## src/rtl/pb_sched_pkg.sv

```systemverilog
// Shared widths, helpers and types for the push-button counter scheduler.
package pb_sched_pkg;

  localparam int unsigned DEF_N_BTN       = 4;
  localparam int unsigned DEF_CNT_W       = 8;
  localparam int unsigned DEF_SYNC_STAGES = 2;

  // Channel-id width; a single channel still needs one bit of id.
  function automatic int unsigned clog2_min1(input int unsigned n);
    return (n < 2) ? 1 : $clog2(n);
  endfunction

  typedef logic [DEF_CNT_W-1:0] cnt_word_t;

endpackage

```

## src/rtl/pb_edge_sync.sv

```systemverilog
// Per-button synchroniser chain followed by a rising-edge one-shot.
module pb_edge_sync
  import pb_sched_pkg::*;
#(
  parameter int unsigned SYNC_STAGES = DEF_SYNC_STAGES
) (
  input  logic clk,
  input  logic rst_n,
  input  logic btn_i,
  output logic rise_c_o
);

  logic [SYNC_STAGES-1:0] sync_q, sync_d;
  logic                   prev_q, prev_d;

  always_comb begin
    sync_d = {sync_q[SYNC_STAGES-2:0], btn_i};
    prev_d = sync_q[SYNC_STAGES-1];
  end

  always_ff @(posedge clk or negedge rst_n) begin
    if (!rst_n) begin
      sync_q <= '0;
      prev_q <= 1'b0;
    end else begin
      sync_q <= sync_d;
      prev_q <= prev_d;
    end
  end

  // High for exactly one cycle after the synchronised level goes 0->1.
  assign rise_c_o = sync_q[SYNC_STAGES-1] & ~prev_q;

endmodule

```

## src/rtl/pb_count_sched.sv

```systemverilog
// Push-button request latching with a round-robin scheduler that shares one
// counter-increment path across all channels.
module pb_count_sched
  import pb_sched_pkg::*;
#(
  parameter int unsigned N_BTN       = DEF_N_BTN,
  parameter int unsigned CNT_W       = DEF_CNT_W,
  parameter int unsigned SYNC_STAGES = DEF_SYNC_STAGES,
  localparam int unsigned ID_W       = clog2_min1(N_BTN)
) (
  input  logic             clk,
  input  logic             rst_n,
  input  logic [N_BTN-1:0] btn,
  input  logic             clr,
  input  logic [ID_W-1:0]  rd_sel,
  output logic [CNT_W-1:0] rd_count,
  output logic             upd_valid,
  output logic [ID_W-1:0]  upd_id,
  output logic [CNT_W-1:0] upd_count,
  output logic [N_BTN-1:0] pending,
  output logic [N_BTN-1:0] wrapped,
  output logic [N_BTN-1:0] missed
);

  typedef logic [CNT_W-1:0] cnt_t;

  logic [N_BTN-1:0] rise;

  cnt_t             cnt_q [N_BTN];
  cnt_t             cnt_d [N_BTN];
  logic [N_BTN-1:0] pend_q, pend_d;
  logic [N_BTN-1:0] wrap_q, wrap_d;
  logic [N_BTN-1:0] miss_q, miss_d;
  logic [ID_W-1:0]  ptr_q, ptr_d;
  logic             upd_valid_q, upd_valid_d;
  logic [ID_W-1:0]  upd_id_q, upd_id_d;
  cnt_t             upd_count_q, upd_count_d;

  logic             gnt_valid;
  logic [ID_W-1:0]  gnt_id;
  cnt_t             gnt_cnt;
  cnt_t             gnt_inc;

  for (genvar i = 0; i < N_BTN; i++) begin : g_btn
    pb_edge_sync #(
      .SYNC_STAGES(SYNC_STAGES)
    ) u_edge_sync (
      .clk      (clk),
      .rst_n    (rst_n),
      .btn_i    (btn[i]),
      .rise_c_o (rise[i])
    );
  end

  // Round-robin pick: first pending bit at or after ptr, wrapping modulo N_BTN.
  always_comb begin
    logic [ID_W:0]   sum;
    logic [ID_W-1:0] idx;
    gnt_valid = 1'b0;
    gnt_id    = '0;
    sum       = '0;
    idx       = '0;
    for (int unsigned k = 0; k < N_BTN; k++) begin
      sum = {1'b0, ptr_q} + (ID_W+1)'(k);
      if (sum >= (ID_W+1)'(N_BTN)) begin
        sum = sum - (ID_W+1)'(N_BTN);
      end
      idx = sum[ID_W-1:0];
      if (!gnt_valid && pend_q[idx]) begin
        gnt_valid = 1'b1;
        gnt_id    = idx;
      end
    end
  end

  assign gnt_cnt = cnt_q[gnt_id];
  assign gnt_inc = gnt_cnt + CNT_W'(1);

  always_comb begin
    cnt_d       = cnt_q;
    pend_d      = pend_q;
    wrap_d      = wrap_q;
    miss_d      = miss_q;
    ptr_d       = ptr_q;
    upd_valid_d = 1'b0;
    upd_id_d    = upd_id_q;
    upd_count_d = upd_count_q;

    if (clr) begin
      for (int unsigned i = 0; i < N_BTN; i++) begin
        cnt_d[i] = '0;
      end
      pend_d = '0;
      wrap_d = '0;
      miss_d = '0;
      ptr_d  = '0;
    end else begin
      if (gnt_valid) begin
        cnt_d[gnt_id] = gnt_inc;
        pend_d[gnt_id] = 1'b0;
        if (gnt_cnt == {CNT_W{1'b1}}) begin
          wrap_d[gnt_id] = 1'b1;
        end
        upd_valid_d = 1'b1;
        upd_id_d    = gnt_id;
        upd_count_d = gnt_inc;
        ptr_d       = (gnt_id == ID_W'(N_BTN - 1)) ? '0 : gnt_id + ID_W'(1);
      end
      // An edge landing on the channel being granted becomes a fresh request.
      for (int unsigned i = 0; i < N_BTN; i++) begin
        if (rise[i]) begin
          if (pend_q[i] && !(gnt_valid && (gnt_id == ID_W'(i)))) begin
            miss_d[i] = 1'b1;
          end else begin
            pend_d[i] = 1'b1;
          end
        end
      end
    end
  end

  always_ff @(posedge clk or negedge rst_n) begin
    if (!rst_n) begin
      for (int unsigned i = 0; i < N_BTN; i++) begin
        cnt_q[i] <= '0;
      end
      pend_q      <= '0;
      wrap_q      <= '0;
      miss_q      <= '0;
      ptr_q       <= '0;
      upd_valid_q <= 1'b0;
      upd_id_q    <= '0;
      upd_count_q <= '0;
    end else begin
      cnt_q       <= cnt_d;
      pend_q      <= pend_d;
      wrap_q      <= wrap_d;
      miss_q      <= miss_d;
      ptr_q       <= ptr_d;
      upd_valid_q <= upd_valid_d;
      upd_id_q    <= upd_id_d;
      upd_count_q <= upd_count_d;
    end
  end

  always_comb begin
    rd_count = '0;
    if (32'(rd_sel) < N_BTN) begin
      rd_count = cnt_q[rd_sel];
    end
  end

  assign upd_valid = upd_valid_q;
  assign upd_id    = upd_id_q;
  assign upd_count = upd_count_q;
  assign pending   = pend_q;
  assign wrapped   = wrap_q;
  assign missed    = miss_q;

endmodule

```

## config.mk

```make
export PLATFORM = sky130hd
export DESIGN_NAME = pb_count_sched
export DESIGN_NICKNAME = d
export VERILOG_FILES = /design/src/rtl/pb_sched_pkg.sv /design/src/rtl/pb_edge_sync.sv /design/src/rtl/pb_count_sched.sv
export SDC_FILE = /design/constraint.sdc
export NUM_CORES = 1
export LEC_CHECK = 0
export CAP_MARGIN = 20
export CORE_UTILIZATION = 40
export CTS_CLUSTER_SIZE = 20
export DETAILED_ROUTE_END_ITERATION = 10
export PLACE_DENSITY = 0.71
export SLEW_MARGIN = 15
export SYNTH_ARGS = -nofsm -noshare
export SYNTH_HDL_FRONTEND = slang
export SYNTH_HIERARCHICAL = 1
export SYNTH_SLANG_ARGS = --single-unit
export TNS_END_PERCENT = 30
```

## constraint.sdc

```tcl
create_clock -name clk -period 2.6 [get_ports clk]
set_clock_uncertainty 0.15 [all_clocks]
set_input_delay 0.78 -clock clk [delete_from_list [all_inputs] [get_ports clk]]
set_output_delay 0.78 -clock clk [all_outputs]
set_load 0.02 [all_outputs]
```

# == Yosys cells after proc, flatten, opt, wreduce, memory -nomap -nowiden ==
# Cells that the tools add are included.
# totals
register_bits,69
output_inout_bits,31
# classes
n_addsub,9
order_cmp,13
n_eq_ne,4
muxes,60
n_bitwise,14
n_reduce_logical,37
# ops
op,count
two-way mux 32 bit,2
two-way mux 8 bit,5
binary-select mux 8 bit (select 2 bit),2
bitwise mux 32 bit,1
two-way mux 1 bit,27
two-way mux 4 bit,6
two-way mux 2 bit,11
nonzero test 2 bit,10
demux 8 bit (select 2 bit),1
>= comparator 3 bit (second input constant),5
< comparator 2 x 3 -> 1 bit (second input constant),5
logical AND 1 bit,13
AND reduction 2 bit,6
adder 8 x 1 -> 8 bit (second input constant),1
binary-select mux 1 bit (select 2 bit),4
== test 8 bit (second input constant),1
subtractor 2 x 1 -> 2 bit (second input constant),4
logical NOT 1 bit,7
adder 2 x 2 -> 3 bit (second input constant),2
NOT 2 -> 3 bit,2
NOT 1 bit,5
bitwise AND 1 bit,4
bitwise AND 4 bit,1
== test 2 bit (second input constant),2
10 further kinds,10

# == Longest topological paths before layout ==
# Gate-level depths: netlist (run 1).
# depth
word_depth,24
ltp_mapped,12
depth_no_buf,12

# == Modules after synthesis ==
# The synthesis (run 1) kept the hierarchy.
# by_module_without_submodules
mod,n_inst,cells_each,area_each_um2
pb_count_sched,1,289,2944.1
pb_edge_sync,4,4,88.8

# == Least setup slack after synthesis (run 1) ==
# OpenSTA, ideal clock, no wires.
# synth_timing
path_type,register to register
from,"reg pend_q[1], in the netlist pending[1]"
to,reg cnt_q[14] (netlist bit)
arrival_time_ns,2.509
t_required_ns,2.308
slack_ns,-0.201
stages_incl_launch_ff,11
cell_sequence,dfrtp_1 nand2b_1 o211a_4 nor2_8 mux2i_1 a21oi_1 ha_1 inv_1 nor3_1 xor2_1 a211oi_1
# synth_via
elab_chain_len,20
# synth_lines
item,line,rtl
"start, declared",pb_count_sched.sv:31,"logic [N_BTN-1:0] pend_q, pend_d;"
"start signal, assigned",pb_count_sched.sv:136,pend_q <= pend_d;
binary-select mux 1 bit (select 2 bit),pb_count_sched.sv:69,if (!gnt_valid && pend_q[idx]) begin
two-way mux 1 bit (implied by the code),pb_count_sched.sv:69,
two-way mux 1 bit,pb_count_sched.sv:69,
logical NOT 1 bit,pb_count_sched.sv:69,
logical AND 1 bit,pb_count_sched.sv:69,
two-way mux 1 bit,pb_count_sched.sv:69,
logical NOT 1 bit,pb_count_sched.sv:69,
logical AND 1 bit,pb_count_sched.sv:69,
[... 4 more ...],n/a,
net gnt_id[1],pb_count_sched.sv:40,logic [ID_W-1:0] gnt_id;
NOT 2 -> 3 bit (implied by the code) *,"pb_count_sched.sv:76, pb_count_sched.sv:99",
binary-select mux 8 bit (select 2 bit) (tied with other cells),pb_count_sched.sv:76,assign gnt_cnt = cnt_q[gnt_id];
two-way mux 8 bit (implied by the code) or logical AND 1 bit (tied branches),"pb_count_sched.sv:76, pb_count_sched.sv:99",
two-way mux 8 bit (on tied branches),"pb_count_sched.sv:76, pb_count_sched.sv:99",
adder 8 x 1 -> 8 bit or demux 8 bit (select 2 bit) (tied branches),"pb_count_sched.sv:77, pb_count_sched.sv:99",
bitwise mux 32 bit *,pb_count_sched.sv:99,cnt_d[gnt_id] = gnt_inc;
two-way mux 32 bit *,pb_count_sched.sv:98,if (gnt_valid) begin
two-way mux 32 bit *,pb_count_sched.sv:89,if (clr) begin
"end signal, assigned",pb_count_sched.sv:135,cnt_q <= cnt_d;
"end, declared",pb_count_sched.sv:29,cnt_t cnt_q [N_BTN];
# The timed path passes the listed nets; every way through them passes the cells marked *. The select of a mux whose other input is x is not followed.
# A chain may end at the register's enable or synchronous reset.

# == Worst setup path after layout (run 1) ==
# layout_timing
from,reg ptr_q[1]
to,"reg upd_count_q[7], in the netlist upd_count[7]"
# layout_via
elab_chain_len,19
# layout_lines
item,line,rtl
"start, declared",pb_count_sched.sv:34,"logic [ID_W-1:0] ptr_q, ptr_d;"
"start signal, assigned",pb_count_sched.sv:139,ptr_q <= ptr_d;
"parallel branches: the longest is 19 deep, another holds adder 2 x 1 -> 3 bit",n/a,
"end signal, assigned",pb_count_sched.sv:142,upd_count_q <= upd_count_d;
"end, declared",pb_count_sched.sv:37,"cnt_t upd_count_q, upd_count_d;"
# Parallel ways; which one is timed is not known. The select of a mux whose other input is x is not followed.

==> metrics.yaml, run 1 <==
outcome:
  result_of_the_run: "finished, violations left"
  violated_checks: "setup timing"
critical_path:
  reg2reg_to: "upd_count[7]$_DFFE_PN0P_"
  worstSetupStartpoint: "ptr_q[1]$_DFFE_PN0P_"
  maximum_fanout_count_along_the_critical_path: 6
  timing.setup.critical_path_class: "reg -> reg"
  cp-endpoint: "upd_count[7]$_DFFE_PN0P_"
  timing.critical_path.from_type: "flop"
  critPathRequiredTime_ns: 2.70
  r2r_cells: 12
  critPathArrivalTime_ns: 2.95
  cp-end-kind: "flop"
  r2r_slack_ns: -0.25
  worst_r2r_startpoint: "ptr_q[1]$_DFFE_PN0P_"
synth:
  yosysMostFrequentCell: "sky130_fd_sc_hd__dfrtp_1"
  postSynthRegisterBits: 69
  synth_nets: 319
  post_synth_most_frequent_cells: "sky130_fd_sc_hd__dfrtp_1 (69), sky130_fd_sc_hd__nor2_1 (48), sky130_fd_sc_hd__a211oi_1 (19), sky130_fd_sc_hd__nand2_1 (19), sky130_fd_sc_hd__o21ai_0 (19)"
  synth-edff-count: 0
  synth_area_leader_cell: "sky130_fd_sc_hd__dfrtp_1"
  netlist.area_leader.share: 0.523
  synth_sequential_area_ratio: 0.523
  post_synth.cell_area_avg_sq_um: 10.8
  yosys_warnings: 6
  synth.top_cells.by_area: "sky130_fd_sc_hd__dfrtp_1 (52%), sky130_fd_sc_hd__mux4_2 (5.5%), sky130_fd_sc_hd__nor2_1 (5.5%)"
  dominantRegCellSynth: "sky130_fd_sc_hd__dfrtp_1"
  netlist-cell-type-count: 42
  synthesis.instances: 305
  asyncSetResetFlopFracSynth: 1.00
  post_synth_instance_area_sq_um: 3300
sta:
  final.min_clock_period_ns: 2.85
  worst-slew-pin-transition_ns: 0.567
  final.period_utilization: 1.10
  clock.fmax_ghz: 0.351
  timing.slew.headroom: 0.622
  hold_viol_final: 0
  rsz0062_at_grt: "yes"
  post-route-worst-setup-slack_ns: -0.249
  drv_slew: 0
  whs_ns: 0.202
  finalSetupViolCount: 35
  timing.setup.tns_ns: -5.57
die:
  core_region_area_sq_um: 7850
  die_area_sq_um: 8620
  die_h_um: 92.8
  floorplan.io_pins: 40
  row_count: 32
  dieWidth_um: 92.8
  initial_standard_cell_utilization_of_the_core: 0.420
cells_and_area:
  fillCellCount: 642
  multiInputGateArea_sq_um: 1730
  number_of_antenna_repair_diodes: 0
  drive_above_1_share: 0.375
  final-instance-count-excl-fill: 513
  total_area_of_sequential_cells_sq_um: 1730
  nets: 420
  areaGrowthSynthToFinish_pct: 43.7
grt:
  globalRouteTotalUtil: 0.217
  grt_pass1_vias: 2781
  grt_first_pass_wirelength_mm: 14.1
  globalRouteOverflowTotal: 0
  grt_max_degree: 27
  initial_antenna_violation_count: 0
clock_network:
  cts_tree: "yes"
  h-tree-depth: 3
  root_buffer: "sky130_fd_sc_hd__clkbuf_8"
  skew_pair_late_insertion_delay_ns: 0.36
  worst_setup_hold_path_clk_slew_ns: 0.07
  cts.sink_count: 69
  clock_tree.buffer_depth: 2
  cts-hold-fix-buffers: 0
  tritoncts.num_buffers: 9
job:
  max_cap_violations: 0
detailed_routing:
  drt_iter0_drc: 209
  route.detailed.vias_per_inst: 5.44
  drt_first_pass_iters: 5
  detailroute.via_count: 2791
  drt.antenna.violating_nets: 0
  detail_route.wirelength_mm: 8.82
  routed_wire_length_per_instance_um: 17.2
  drc_errors: 0
power:
  power.total_mw: 3.52
  cellPowerDensity_nw_per_um2: 742
  p_leak_nw: 2.14
  vdd_drop_max_v: 0.000349
placement:
  dpl_hpwl_mm: 6.09
  gp_congestion: 0.935
  worst_slack_at_placement_ns: -0.853
  numPortBuffers: 39
  dpl.cell_count: 488
min_path:
  hold_crit_path_type: "reg -> reg"
  hold-path-cell-count: 0
==> cell families after synthesis <==
group | count (synthesis) | synth area share
AO/OA/AOI/OAI | 69 | 0.145
flip-flops | 69 | 0.523
XOR/XNOR | 6 | 0.0159
buffers and inverters | 20 | 0.0231
adder cells (fa/ha/maj) | 5 | 0.0190
multiplexers | 21 | 0.0956
AND/OR/NAND/NOR | 115 | 0.178
==> flip-flops by register name, indices dropped and copies added, names as in the netlist <==
signal and flops:
ptr_q 2, wrapped 4, upd_valid 1, pending 4, upd_count 8, g_btn.u_edge_sync/sync_q 8
cnt_q 32, g_btn.u_edge_sync/prev_q 4, upd_id 2, missed 4
==> report_power, final <==
part / switching (mW) / total (mW) / internal [mW]
Clock: 0.408 / 0.997 / 0.590
Sequential: 0.0903 / 1.29 / 1.20
Combinational: 0.650 / 1.23 / 0.583
Total: 1.15 / 3.52 / 2.37
==> worst max-delay path, cell delays in order, from the launching register on <==
cell and delay (ns):
sky130_fd_sc_hd__dfrtp_1 0.41, sky130_fd_sc_hd__buf_4 0.15, sky130_fd_sc_hd__buf_4 0.13, sky130_fd_sc_hd__nand2b_4 0.13
sky130_fd_sc_hd__a21oi_2 0.12, sky130_fd_sc_hd__nor3_2 0.06, sky130_fd_sc_hd__bufinv_8 0.22, sky130_fd_sc_hd__a211oi_4 0.04
sky130_fd_sc_hd__buf_4 0.13, sky130_fd_sc_hd__a2111o_1 0.49, sky130_fd_sc_hd__nor4_4 0.25, sky130_fd_sc_hd__xnor2_2 0.17
sky130_fd_sc_hd__mux2_4 0.28
==> what timing repair did <==
item,4_1_cts,5_1_grt
buffers inserted,4,6
pin swaps,7,11
resized for setup,67,26
setup endpoints to repair,44,46
==> worst min-delay path by stage <==
stage                                                    end  slack, ns                                startpoint
detailed placement  g_btn[3].u_edge_sync/sync_q[1]$_DFF_PN0_       0.19  g_btn[3].u_edge_sync/sync_q[0]$_DFF_PN0_
finish              g_btn[3].u_edge_sync/sync_q[1]$_DFF_PN0_       0.20  g_btn[3].u_edge_sync/sync_q[0]$_DFF_PN0_
global route        g_btn[3].u_edge_sync/sync_q[1]$_DFF_PN0_       0.21  g_btn[3].u_edge_sync/sync_q[0]$_DFF_PN0_
global placement    g_btn[3].u_edge_sync/sync_q[1]$_DFF_PN0_       0.18  g_btn[3].u_edge_sync/sync_q[0]$_DFF_PN0_
CTS                 g_btn[3].u_edge_sync/sync_q[1]$_DFF_PN0_       0.20  g_btn[3].u_edge_sync/sync_q[0]$_DFF_PN0_
floorplan           g_btn[0].u_edge_sync/sync_q[1]$_DFF_PN0_       0.18  g_btn[0].u_edge_sync/sync_q[0]$_DFF_PN0_
==> routing by layer <==
metal  GRT usage  vias to the layer above  routed length [um]
li1            -                     1298                   -
met1       0.294                     1372                3870
met2       0.334                       96                4140
met3      0.0386                       25                 563
met4       0.109                        0                 245
met5           0                        -                   0
==> area by class of cell <==
type / instances / area share
clock buffers: 12 / 0.0327
clock inverters: 4 / 0.0148
inverters: 7 / 0.00897
multi-input cells: 216 / 0.365
flip-flops and latches: 69 / 0.365
well taps: 102 / 0.0269
repair buffers: 103 / 0.186
==> cell usage in the layout, fill, tap and decap left out, drive strengths merged, types with 8 or more instances in the layout <==
cell type,netlist,layout
a211oi,19,19
clkbuf,12,12
o21ai,19,19
buf,1,74
nand2,19,19
nand3,14,14
dfrtp,69,69
clkdlybuf4s50,0,28
nor2b,8,8
mux4,8,8
mux2i,9,9
a21oi,12,12
nor2,49,49
==> per-stage QoR <==
stage / instance area (sq um) / utilization
2_1_floorplan: 3380 / -
3_3_place_gp: 4260 / 0.543
3_5_place_dp: 4260 / 0.543
4_1_cts: 4560 / 0.581
5_1_grt: 4740 / 0.604
6_report: 4740 / 0.604
Power figures use the tool's default switching activity.
==> run 2, diff against run 1 <==
CTS_CLUSTER_SIZE = not set   (was 20)
==> results of run 2 <==
Final layout, timing and power as in run 1 (identical DEF).
